--- config.mk ---
export PLATFORM = sky130hd
export DESIGN_NAME = hgcal_fast_control_scheduler
export DESIGN_NICKNAME = d
export VERILOG_FILES = /design/src/rtl/hgcal_fc_pkg.sv /design/src/rtl/hgcal_fast_control_scheduler_cmd_fifo.sv /design/src/rtl/hgcal_fast_control_scheduler.sv
export SDC_FILE = /design/constraint.sdc
export NUM_CORES = 1
export LEC_CHECK = 0
export ABC_AREA = 1
export BUFFER_PORTS_ARGS = -buffer_cell sky130_fd_sc_hd__buf_2
export CORE_ASPECT_RATIO = 1.4
export CORE_MARGIN = 2
export CORE_UTILIZATION = 57
export DETAILED_ROUTE_END_ITERATION = 10
export GPL_TIMING_DRIVEN = 0
export PLACE_DENSITY_LB_ADDON = 0.3
export SLEW_MARGIN = 30
export SYNTH_ARGS = -nofsm -noshare
export SYNTH_HDL_FRONTEND = slang
export SYNTH_SLANG_ARGS = --single-unit
export TNS_END_PERCENT = 100
--- constraint.sdc ---
create_clock -name clk40 -period 3.4 [get_ports clk40]
set_input_delay 0.68 -clock clk40 [delete_from_list [all_inputs] [get_ports clk40]]
set_output_delay 0.68 -clock clk40 [all_outputs]
set_load 0.01 [all_outputs]
--- src/rtl/hgcal_fc_pkg.sv ---
// Shared encodings for the HGCAL fast-control scheduler: 4-bit symbol codes,
// 3-bit slow-command request codes, the symbol prefix and the Idle symbol.
package hgcal_fc_pkg;

    // Every fast-control symbol is {prefix, code, 1'b1}
    localparam logic [2:0] FC_PREFIX      = 3'b110;
    localparam logic [7:0] FC_IDLE_SYMBOL = 8'hC1;

    // 4-bit codes carried in symbol bits [4:1]
    typedef enum logic [3:0] {
        SYM_IDLE          = 4'b0000,
        SYM_ORBIT_SYNC    = 4'b0001,
        SYM_DAQ_RESYNC    = 4'b0010,
        SYM_L1A           = 4'b0100,
        SYM_L1A_OS        = 4'b0101,
        SYM_OCR_OS        = 4'b0111,
        SYM_CAL_REQ       = 4'b1000,
        SYM_CAL_REQ_L1A   = 4'b1001,
        SYM_CAL_L1A_L1A   = 4'b1010,
        SYM_INTERNAL_TEST = 4'b1011,
        SYM_LINK_RESET    = 4'b1111
    } fc_sym_e;

    // Slow-command request codes on cmd_code (6 and 7 are illegal)
    typedef enum logic [2:0] {
        REQ_LINK_RESET        = 3'd0,
        REQ_DAQ_RESYNC        = 3'd1,
        REQ_CAL_REQ           = 3'd2,
        REQ_INTERNAL_TEST     = 3'd3,
        REQ_ORBIT_COUNT_RESET = 3'd4,
        REQ_CAL_L1A           = 3'd5
    } fc_req_e;

    // Assemble the full 8-bit symbol from a code
    function automatic logic [7:0] fc_symbol(input fc_sym_e code);
        return {FC_PREFIX, code, 1'b1};
    endfunction

    // Request codes with no defined meaning
    function automatic logic req_is_illegal(input logic [2:0] code);
        return (code == 3'd6) || (code == 3'd7);
    endfunction

endpackage

--- src/rtl/hgcal_fast_control_scheduler_cmd_fifo.sv ---
// hgcal_fc_cmd_fifo: small synchronous FIFO holding pending slow commands.
// Push while full is honoured only when a pop happens in the same cycle.
module hgcal_fc_cmd_fifo #(
    parameter int DEPTH = 4,
    parameter int WIDTH = 3
) (
    input  logic                         clk,
    input  logic                         rst,
    input  logic                         push,
    input  logic                         pop,
    input  logic [WIDTH-1:0]             din,
    output logic [WIDTH-1:0]             dout,
    output logic                         full,
    output logic                         empty,
    output logic [$clog2(DEPTH+1)-1:0]   count
);

    localparam int CNT_W = $clog2(DEPTH + 1);
    localparam int PTR_W = $clog2(DEPTH);

    logic [WIDTH-1:0] mem_r [DEPTH];
    logic [PTR_W-1:0] wr_ptr_r;
    logic [PTR_W-1:0] rd_ptr_r;
    logic [CNT_W-1:0] count_r;
    logic             push_s;
    logic             pop_s;

    assign full   = (count_r == CNT_W'(DEPTH));
    assign empty  = (count_r == {CNT_W{1'b0}});
    assign count  = count_r;
    assign dout   = mem_r[rd_ptr_r];
    assign pop_s  = pop & ~empty;
    assign push_s = push & (~full | pop_s);

    // Storage array; data needs no reset because count gates visibility
    always_ff @(posedge clk) begin
        if (push_s) begin
            mem_r[wr_ptr_r] <= din;
        end
    end

    // Read/write pointers and occupancy count
    always_ff @(posedge clk or posedge rst) begin
        if (rst) begin
            wr_ptr_r <= {PTR_W{1'b0}};
            rd_ptr_r <= {PTR_W{1'b0}};
            count_r  <= {CNT_W{1'b0}};
        end else begin
            if (push_s) begin
                wr_ptr_r <= (wr_ptr_r == PTR_W'(DEPTH - 1)) ? {PTR_W{1'b0}} : wr_ptr_r + PTR_W'(1);
            end
            if (pop_s) begin
                rd_ptr_r <= (rd_ptr_r == PTR_W'(DEPTH - 1)) ? {PTR_W{1'b0}} : rd_ptr_r + PTR_W'(1);
            end
            case ({push_s, pop_s})
                2'b10:   count_r <= count_r + CNT_W'(1);
                2'b01:   count_r <= count_r - CNT_W'(1);
                default: count_r <= count_r;
            endcase
        end
    end

endmodule

--- src/rtl/hgcal_fast_control_scheduler.sv ---
// hgcal_fast_control_scheduler: owns the BX/orbit counters, generates
// OrbitSync, and merges queued slow commands with external L1As into one
// registered 8-bit fast-control symbol per 40 MHz BX.
// Optional feature macro: HGCAL_FC_CAL_AUTO_EN (automatic calibration L1A
// scheduled CAL_DELAY BX after each CalReq).
module hgcal_fast_control_scheduler
    import hgcal_fc_pkg::*;
#(
    parameter int ORBIT_LEN     = 3564,
    parameter int ORBIT_SYNC_BX = 0,
    parameter int PEND_DEPTH    = 4,
    parameter int CAL_DELAY     = 32,
    parameter int ORBIT_W       = 32
) (
    input  logic                              clk40,
    input  logic                              reset,
    input  logic                              l1a,
    input  logic                              cmd_valid,
    input  logic [2:0]                        cmd_code,
    output logic                              cmd_ready,
    output logic                              cmd_err,
    output logic [$clog2(PEND_DEPTH+1)-1:0]   pend_count,
    output logic [7:0]                        fast_control,
    output logic [11:0]                       bx_counter,
    output logic [ORBIT_W-1:0]                orbit_counter
);

    localparam logic [11:0] LAST_BX = 12'(ORBIT_LEN - 1);
    localparam logic [11:0] SYNC_BX = 12'(ORBIT_SYNC_BX);

    logic        fifo_full_s;
    logic        fifo_empty_s;
    logic [2:0]  fifo_dout_s;
    logic        fifo_push_s;
    logic        fifo_pop_s;

    logic        accept_s;
    logic        discard_s;
    logic        legal_in_s;
    logic        head_valid_s;
    logic [2:0]  head_code_s;

    logic        wrap_s;
    logic [11:0] next_bx_s;

    fc_sym_e     sym_s;
    logic        pop_s;
    logic        ocr_s;
    logic        cal_arm_s;
    logic        cal_fire_s;
    logic        cal_due_s;
    logic        cal_eligible_s;

    logic        cmd_err_r;
    logic [7:0]  fast_control_r;
    logic [11:0] bx_counter_r;
    logic [ORBIT_W-1:0] orbit_counter_r;

    // ------------------------------------------------------------------
    // Command intake. When the queue is empty a freshly accepted command
    // is visible as the head in the same cycle, so it can go out on the
    // very next symbol; it is only written into the FIFO if not served.
    // ------------------------------------------------------------------
    assign cmd_ready = ~reset & ~fifo_full_s;
    assign accept_s  = cmd_valid & cmd_ready;

`ifdef HGCAL_FC_CAL_AUTO_EN
    assign discard_s = accept_s & (req_is_illegal(cmd_code) | (cmd_code == REQ_CAL_L1A));
`else
    assign discard_s = accept_s & req_is_illegal(cmd_code);
`endif

    assign legal_in_s   = accept_s & ~discard_s;
    assign head_valid_s = ~fifo_empty_s | legal_in_s;
    assign head_code_s  = fifo_empty_s ? cmd_code : fifo_dout_s;
    assign fifo_pop_s   = pop_s & ~fifo_empty_s;
    assign fifo_push_s  = legal_in_s & ~(fifo_empty_s & pop_s);

    hgcal_fc_cmd_fifo #(
        .DEPTH (PEND_DEPTH),
        .WIDTH (3)
    ) u_cmd_fifo (
        .clk   (clk40),
        .rst   (reset),
        .push  (fifo_push_s),
        .pop   (fifo_pop_s),
        .din   (cmd_code),
        .dout  (fifo_dout_s),
        .full  (fifo_full_s),
        .empty (fifo_empty_s),
        .count (pend_count)
    );

    // ------------------------------------------------------------------
    // BX sequencing: everything below is decided for the next BX.
    // ------------------------------------------------------------------
    assign wrap_s    = (bx_counter_r == LAST_BX);
    assign next_bx_s = wrap_s ? 12'd0 : bx_counter_r + 12'd1;

`ifdef HGCAL_FC_CAL_AUTO_EN
    logic        cal_pend_r;
    logic [11:0] cal_bx_r;
    logic [12:0] cal_sum_s;
    logic [11:0] cal_target_s;

    // The cal L1A of a CalReq sent now would land on this BX
    assign cal_sum_s    = {1'b0, next_bx_s} + 13'(CAL_DELAY);
    assign cal_target_s = (cal_sum_s >= 13'(ORBIT_LEN)) ? 12'(cal_sum_s - 13'(ORBIT_LEN))
                                                        : cal_sum_s[11:0];
    assign cal_due_s      = cal_pend_r & (cal_bx_r == next_bx_s);
    assign cal_eligible_s = ~cal_pend_r & (cal_target_s != SYNC_BX);

    // Calibration timer: one outstanding cal L1A, armed by CalReq
    always_ff @(posedge clk40 or posedge reset) begin
        if (reset) begin
            cal_pend_r <= 1'b0;
            cal_bx_r   <= 12'd0;
        end else if (cal_arm_s) begin
            cal_pend_r <= 1'b1;
            cal_bx_r   <= cal_target_s;
        end else if (cal_fire_s) begin
            cal_pend_r <= 1'b0;
            cal_bx_r   <= cal_bx_r;
        end else begin
            cal_pend_r <= cal_pend_r;
            cal_bx_r   <= cal_bx_r;
        end
    end
`else
    assign cal_due_s      = 1'b0;
    assign cal_eligible_s = 1'b1;
`endif

    // Per-BX symbol selection, first matching rule wins
    always_comb begin
        sym_s      = SYM_IDLE;
        pop_s      = 1'b0;
        ocr_s      = 1'b0;
        cal_arm_s  = 1'b0;
        cal_fire_s = 1'b0;
        if (next_bx_s == SYNC_BX) begin
            // OrbitSync slot: only an L1A or a pending OCR may share it
            if (l1a) begin
                sym_s = SYM_L1A_OS;
            end else if (head_valid_s && (head_code_s == REQ_ORBIT_COUNT_RESET)) begin
                sym_s = SYM_OCR_OS;
                pop_s = 1'b1;
                ocr_s = 1'b1;
            end else begin
                sym_s = SYM_ORBIT_SYNC;
            end
        end else if (cal_due_s) begin
            // A coincident l1a is absorbed into this symbol
            sym_s      = SYM_CAL_L1A_L1A;
            cal_fire_s = 1'b1;
        end else if (l1a) begin
            if (head_valid_s && (head_code_s == REQ_CAL_REQ) && cal_eligible_s) begin
                sym_s     = SYM_CAL_REQ_L1A;
                pop_s     = 1'b1;
                cal_arm_s = 1'b1;
            end else begin
                sym_s = SYM_L1A;
            end
        end else if (head_valid_s) begin
            case (head_code_s)
                REQ_LINK_RESET: begin
                    sym_s = SYM_LINK_RESET;
                    pop_s = 1'b1;
                end
                REQ_DAQ_RESYNC: begin
                    sym_s = SYM_DAQ_RESYNC;
                    pop_s = 1'b1;
                end
                REQ_CAL_REQ: begin
                    if (cal_eligible_s) begin
                        sym_s     = SYM_CAL_REQ;
                        pop_s     = 1'b1;
                        cal_arm_s = 1'b1;
                    end else begin
                        sym_s = SYM_IDLE;
                    end
                end
                REQ_INTERNAL_TEST: begin
                    sym_s = SYM_INTERNAL_TEST;
                    pop_s = 1'b1;
                end
                REQ_CAL_L1A: begin
                    sym_s = SYM_CAL_L1A_L1A;
                    pop_s = 1'b1;
                end
                default: begin
                    // OCR waits for the OrbitSync slot
                    sym_s = SYM_IDLE;
                end
            endcase
        end else begin
            sym_s = SYM_IDLE;
        end
    end

    // Symbol, BX and orbit advance together so they always describe one BX
    always_ff @(posedge clk40 or posedge reset) begin
        if (reset) begin
            fast_control_r  <= FC_IDLE_SYMBOL;
            bx_counter_r    <= 12'd0;
            orbit_counter_r <= {ORBIT_W{1'b0}};
            cmd_err_r       <= 1'b0;
        end else begin
            fast_control_r <= fc_symbol(sym_s);
            bx_counter_r   <= next_bx_s;
            cmd_err_r      <= discard_s;
            if (ocr_s) begin
                orbit_counter_r <= {ORBIT_W{1'b0}};
            end else if (wrap_s) begin
                orbit_counter_r <= orbit_counter_r + ORBIT_W'(1);
            end else begin
                orbit_counter_r <= orbit_counter_r;
            end
        end
    end

    assign fast_control  = fast_control_r;
    assign bx_counter    = bx_counter_r;
    assign orbit_counter = orbit_counter_r;
    assign cmd_err       = cmd_err_r;

endmodule

==> impl_metrics.ini, run 1 <==
[routing]
drt_iter0_drc = 279
post_drt_via_cell_ratio = 5.18
firstDrtPassIters = 4
wl_per_cell_um = 13.0
vias = 3716
postRouteWirelength_um = 9340
drc_errors = 0
antenna_left = 0

[pwr]
power.total_mw = 2.31
cellPowerDensity_nw_per_um2 = 480
max-vdd-ir-drop_mv = 0.462
p_leak_nw = 2.38

[floorplanning]
die_y_um = 105
initial_core_util_pct = 59.1
dieArea_um2 = 7990
core_area_um2 = 7030
die_x_um = 76.1
row_count = 36
ioPinCount = 64

[synth]
yosysWarnings = 0
ys_top_cells_by_area = dfrtp_1 34%, nand2_1 13%, edfxtp_1 8.7%, inv_1 6.9%, nor2_1 5.6%
syn_area_per_cell_um2 = 7.65
synth_top_cell_area_share_pct = 33.7
synth.distinct_cells = 39
seq_area_frac_synth_pct = 42.4
synth-seq-cells = 68
netlist_area_um2 = 4150
synth_area_leader_cell = dfrtp_1
syn_inst = 543

[timing]
setup_viol_count_final = 0
min_period_over_period_pct = 90.0
drv_slew = 0
post-route-min-period_ns = 3.06
finalWorstSetupSlack_ns = 0.341
fmax_mhz = 327
slew_headroom_pct = 49.8
timing.setup.tns_ns = 0
hold_violations = 0
worstMarginPinSlew_ns = 0.747
clock_skew_ns = 0.00670
rsz0062_at_grt = no

[finish]
final_common_cell = nand2_1
stdcell_area_um2 = 4810
area_delta_synth_final_pct = 15.8
utilization_pct = 68.4
drive_gt1_share_pct = 20.6
final-seq-area_um2 = 1760
final_nets = 633
num_antenna_cells = 0
final_cell_mix = 141 x nand2_1, 75 x inv_1, 61 x nor2_1
nFillCells = 597
multiInputGateArea_um2 = 2040

[global_route]
grt_pass1_wl_um = 16000
antenna_found_initial = 0
grt_pass1_vias = 3642
gr-total-overflow = 0
grtUsageTotal_pct = 24.9
grt_max_degree = 31

[worst_setup_path]
startpoint = bx_counter[0]
crit_required_ns = 3.64
r2r_start = bx_counter[0]
endpoint_kind = flop
cp_top_family = simple AND/OR/NAND/NOR gates
worstReg2RegEnd = u_cmd_fifo.count[2]
r2r_slack_ns = 0.34
cp_max_fo = 10
path_common_cell = nand2_1
crit_chain = ha_2 -> nand2_1 -> nor2_2 -> nand3_4 -> buf_6 -> nand3_2 -> nand2_1 -> nor2_1 -> nand3_1 -> nand2_1 -> nand3_2 -> nand2_4 -> ha_1 -> inv_1 -> fa_1 -> a21oi_1 -> o21ai_0 -> xor2_1
worstSetupEndpoint = u_cmd_fifo.count[2]
arrival_ns = 3.30
r2r_cells = 18
critical_path_class = reg2reg
slowest_stage = dfrtp_1
crit_path_max_incr_delay_ns = 0.39
path_buf_inv = 2
crit_path_start_kind = flop
cp.depth = 18

[clock_network]
cts_buffers = 9
clkSinkCount = 68
clk_pin_slew_ns = 0.07
clk_latency_ns = 0.36
post_cts_buffers = 0
cts_root_buf = clkbuf_8
htreeDepth = 3
cts_buffer_depth = 2
cts_tree = yes

[job]
drv_cap = 0

[placement]
io_buffer_count = 59
gp_congestion = 0.883
dp_slack_ns = -0.307
hpwlAfterDp_um = 7210
place_area_um2 = 4610

[min_path]
hp-class = in2async

[run_status]
status = completed
## cells by family (layout without fill, tap and decap cells)
kind of cell,count (synthesis),in the layout,synth area share [%]
AOI/OAI and AO/OA,21,21,2.80
xor gates and xnor gates,23,23,4.85
adders and majority gates,9,9,2.89
buffers and inverters,91,168,9.22
DFF,68,68,42.4
other,2,4,0.181
and+or+nand+nor,329,329,37.6
## layer usage
metal / GRT usage (%) / wire, um / up-vias
met5: 0 / 0 / -
met4: 11.4 / 207 / 0
met3: 4.84 / 464 / 14
met2: 42.9 / 4770 / 91
met1: 30.0 / 3900 / 1748
li1: - / - / 1863
## worst min path at each step
stage / endpoint / slack (ns) / cells after the start
6_report: orbit_counter[18] / 0.34 / 2
3_5_place_dp: bx_counter[0] / 0.48 / 1
2_1_floorplan: u_cmd_fifo.wr_ptr_r[1] / 0.49 / 2
3_3_place_gp: bx_counter[0] / 0.47 / 1
5_1_grt: orbit_counter[18] / 0.37 / 2
4_1_cts: u_cmd_fifo.wr_ptr_r[0] / 0.44 / 2
## cells in the mapped netlist
cell and number:
a21oi_1 2, a31oi_1 1, buf_12 1, buf_2 1
buf_4 4, buf_6 1, clkinv_1 1, clkinv_2 1
conb_1 2, dfrtp_1 56, edfxtp_1 12, fa_1 1
ha_1 8, inv_1 76, inv_2 6, nand2_1 143
nand2_2 4, nand2_4 1, nand3_1 42, nand3_2 6
nand3_4 2, nand3b_1 6, nand4_1 15, nand4_2 1
nor2_1 62, nor2_2 14, nor2_4 3, nor3_1 20
nor3_2 1, nor3_4 1, nor3b_1 2, nor4_1 4
o211ai_1 3, o21ai_0 13, o22ai_1 2, or2_0 1
or2_2 1, xnor2_1 9, xor2_1 14
## state kept, by name, summed over array words and instances (netlist names)
name	count
cmd_err	1
bx_counter	12
fast_control	4
u_cmd_fifo.wr_ptr_r	2
u_cmd_fifo.count	3
orbit_counter	32
u_cmd_fifo.rd_ptr_r	2
u_cmd_fifo.mem_r	12
## repair_timing
action / 4_1_cts / 5_1_grt
hold buffers: 0 / 0
gates resized for setup: 0 / 2
endpoints found under the setup margin: 0 / 2
## per-stage QoR
stage | instances | hold slack, ns
2_1_floorplan | 545 | 0.491
3_3_place_gp | 699 | 0.474
3_5_place_dp | 700 | 0.475
4_1_cts | 716 | 0.442
5_1_grt | 717 | 0.365
6_report | 717 | 0.341
## worst register-to-register path: stages, from the launching register on
cell and delay (ns):
dfrtp_1 0.39, ha_2 0.25, nand2_1 0.08, nor2_2 0.13, nand3_4 0.14, buf_6 0.18
nand3_2 0.10, nand2_1 0.06, nor2_1 0.08, nand3_1 0.11, nand2_1 0.14, nand3_2 0.14
nand2_4 0.14, ha_1 0.15, inv_1 0.07, fa_1 0.39, a21oi_1 0.15, o21ai_0 0.11
xor2_1 0.15
## cell type report
type                            instances  share of cell area, %
Multi-Input combinational cell        386                   42.4
Sequential cell                        68                   36.6
Inverter                               84                   6.66
Timing Repair Buffer                   60                   6.56
Clock buffer                           10                   2.65
Tap cell                               95                   2.47
Buffer                                  7                   1.38
Clock inverter                          6                   1.15
Timing Repair inverter                  1                  0.104
## power breakdown
part / internal (mW) / leakage, nW / switching, mW
logic: 0.252 / 1.53 / 0.457
clock network: 0.331 / 0.0911 / 0.301
registers: 0.911 / 0.757 / 0.0553
No activity file was read; power rests on OpenSTA's default activity.
==> run 2: changes to the inputs <==
--- a/config.mk
+++ b/config.mk
@@ -5,11 +5,10 @@
 export SDC_FILE = /design/constraint.sdc
 export NUM_CORES = 1
 export LEC_CHECK = 0
-export ABC_AREA = 1
 export BUFFER_PORTS_ARGS = -buffer_cell sky130_fd_sc_hd__buf_2
 export CORE_ASPECT_RATIO = 1.4
 export CORE_MARGIN = 2
-export CORE_UTILIZATION = 57
+export CORE_UTILIZATION = 56
 export DETAILED_ROUTE_END_ITERATION = 10
 export GPL_TIMING_DRIVEN = 0
 export PLACE_DENSITY_LB_ADDON = 0.3
==> impl_metrics.ini, run 2 <==
[timing]
fmax_mhz = 310
rsz0062_at_grt = no
post-route-min-period_ns = 3.23
min_period_over_period_pct = 95.0
drv_slew = 0
hold_violations = 0
setup_viol_count_final = 0
timing.setup.tns_ns = 0
slew_headroom_pct = 50.9
clock_skew_ns = 0.00971
worstMarginPinSlew_ns = 0.731

[routing]
post_drt_via_cell_ratio = 5.78
postRouteWirelength_um = 8200
antenna_left = 0
drt_iter0_drc = 125
drc_errors = 0
wl_per_cell_um = 15.3
vias = 3086
firstDrtPassIters = 4

[floorplanning]
dieArea_um2 = 7440
die_x_um = 73.5
ioPinCount = 64
initial_core_util_pct = 57.6
die_y_um = 101
core_area_um2 = 6570
row_count = 35

[finish]
area_delta_synth_final_pct = 21.8
num_antenna_cells = 0
largest_reg_flops = 32
final_nets = 471
multiInputGateArea_um2 = 1970
utilization_pct = 70.2
drive_gt1_share_pct = 29.8
final_common_cell = buf_2
nFillCells = 517
final_cells = 534
final-seq-area_um2 = 1760
final_cell_mix = 59 x buf_2, 54 x dfrtp_1, 53 x nor2_1

[clock_network]
cts_buffer_depth = 2
cts_root_buf = clkbuf_8
cts-hold-fix-buffers = 0
cts_buffers = 9
htreeDepth = 3
clkSinkCount = 68
clk_latency_ns = 0.35
cts_tree = yes
clk_pin_slew_ns = 0.07

[synth]
synth.distinct_cells = 57
synth_top_cell_area_share_pct = 37.0
synth-main-ff-cell = dfrtp_1
syn_inst = 375
synth-seq-cells = 68
yosysWarnings = 0
seq_area_frac_synth_pct = 46.5
yosysMostFrequentCell = dfrtp_1
synth_area_leader_cell = dfrtp_1
netlist_area_um2 = 3790
ys_top_cells_by_area = dfrtp_1 37%, edfxtp_1 9.5%, xor2_1 5.6%, nor2_1 5.4%, xnor2_1 4.2%
syn_area_per_cell_um2 = 10.1
synthArstFlopShare_pct = 82.4
synthTopCellsByCount = 56 x dfrtp_1, 54 x nor2_1, 31 x nand2_1
synth-edff-count = 12

[placement]
io_buffer_count = 59
hpwlAfterDp_um = 5760
dp.cells = 512
gp_congestion = 0.838

[job]
drv_cap = 0

[pwr]
cellPowerDensity_nw_per_um2 = 561
power.total_mw = 2.59
max-vdd-ir-drop_mv = 0.425
p_leak_nw = 1.85

[global_route]
grt_pass1_wl_um = 13500
grt_max_degree = 31
grtUsageTotal_pct = 23.3
gr-total-overflow = 0
antenna_found_initial = 0
grt_pass1_vias = 2944

[worst_setup_path]
endpoint_kind = flop
crit_path_start_kind = flop
crit_required_ns = 3.67
critical_path_class = reg2reg
cp_max_fo = 6
arrival_ns = 3.50

[min_path]
hp-class = in2async

[run_status]
status = completed
-- run 2: area by class of cell --
class	count	area share (%)
clock inverter	6	1.36
timing repair buffer	69	8.58
inverter	14	1.22
sequential	68	38.3
tap	74	2.01
buffer	18	2.82
clock buffer	10	2.99
multi-input combinational	275	42.8
-- run 2: report_power, final --
group	internal (mW)	leakage, nW	switching, mW
registers	0.914	0.689	0.0727
logic	0.401	1.06	0.521
clock network	0.358	0.103	0.321
total	1.67	1.85	0.914
-- run 2: layer usage --
metal	track usage [%]	share of wire (%)	vias up
met5	0	0	-
met4	9.79	1.6	0
met3	4.28	3.9	15
met2	40.9	54	82
met1	27.3	40	1520
li1	-	-	1469
-- run 2: final timing paths --
kind                                         from                      to  slack [ns]  cells after the start
min in group clk40            u_cmd_fifo.count[0]     u_cmd_fifo.count[0]        0.54                      1
max                        u_cmd_fifo.rd_ptr_r[0]     u_cmd_fifo.count[2]        0.17                     14
max reg2reg                u_cmd_fifo.rd_ptr_r[0]     u_cmd_fifo.count[2]        0.17                     14
min reg2reg                   u_cmd_fifo.count[0]     u_cmd_fifo.count[0]        0.54                      1
min                                         reset  u_cmd_fifo.wr_ptr_r[1]        0.23                      2
max in group asynchronous                   reset       orbit_counter[26]        2.61                      4
-- run 2: what timing repair did --
| item | in CTS | in global routing |
|---|---|---|
| setup endpoints to repair | 2 | 2 |
| pin swaps | 2 | 4 |
| setup buffers | 2 | 6 |
| resized for setup | 6 | 15 |
-- run 2: stage by stage --
stage | cell area (um^2) | setup WS (ns) | hold WS, ns
3_5_place_dp | 4250 | -0.249 | 0.521
6_report | 4610 | 0.171 | 0.234
5_1_grt | 4610 | 0.0132 | 0.224
2_1_floorplan | 3820 | -0.0243 | 0.546
3_3_place_gp | 4210 | -0.811 | 0.526
4_1_cts | 4490 | 0.000304 | 0.222
-- run 2: cells by family (layout without fill, tap and decap cells) --
logic type | count (synthesis) | count (layout) | synth area share, %
and+or+nand+nor | 163 | 163 | 22.1
DFF | 68 | 68 | 46.5
AOI/OAI and AO/OA | 49 | 49 | 10.2
xor gates and xnor gates | 42 | 42 | 9.72
buffers and inverters | 34 | 117 | 4.86
adders and majority gates | 9 | 9 | 3.17
muxes | 8 | 8 | 3.21
other | 2 | 4 | 0.198
-- run 2: critical path, stage by stage, from the launching register on --
cell and delay [ns]:
dfrtp_1 0.37, buf_6 0.14, mux4_2 0.51, and2_4 0.18
a2111oi_4 0.31, and4_4 0.29, o21ai_4 0.09, o21ai_4 0.10
and2_1 0.15, ha_2 0.19, inv_2 0.04, fa_2 0.34
xor2_1 0.17, nor2_1 0.14, xor2_1 0.15
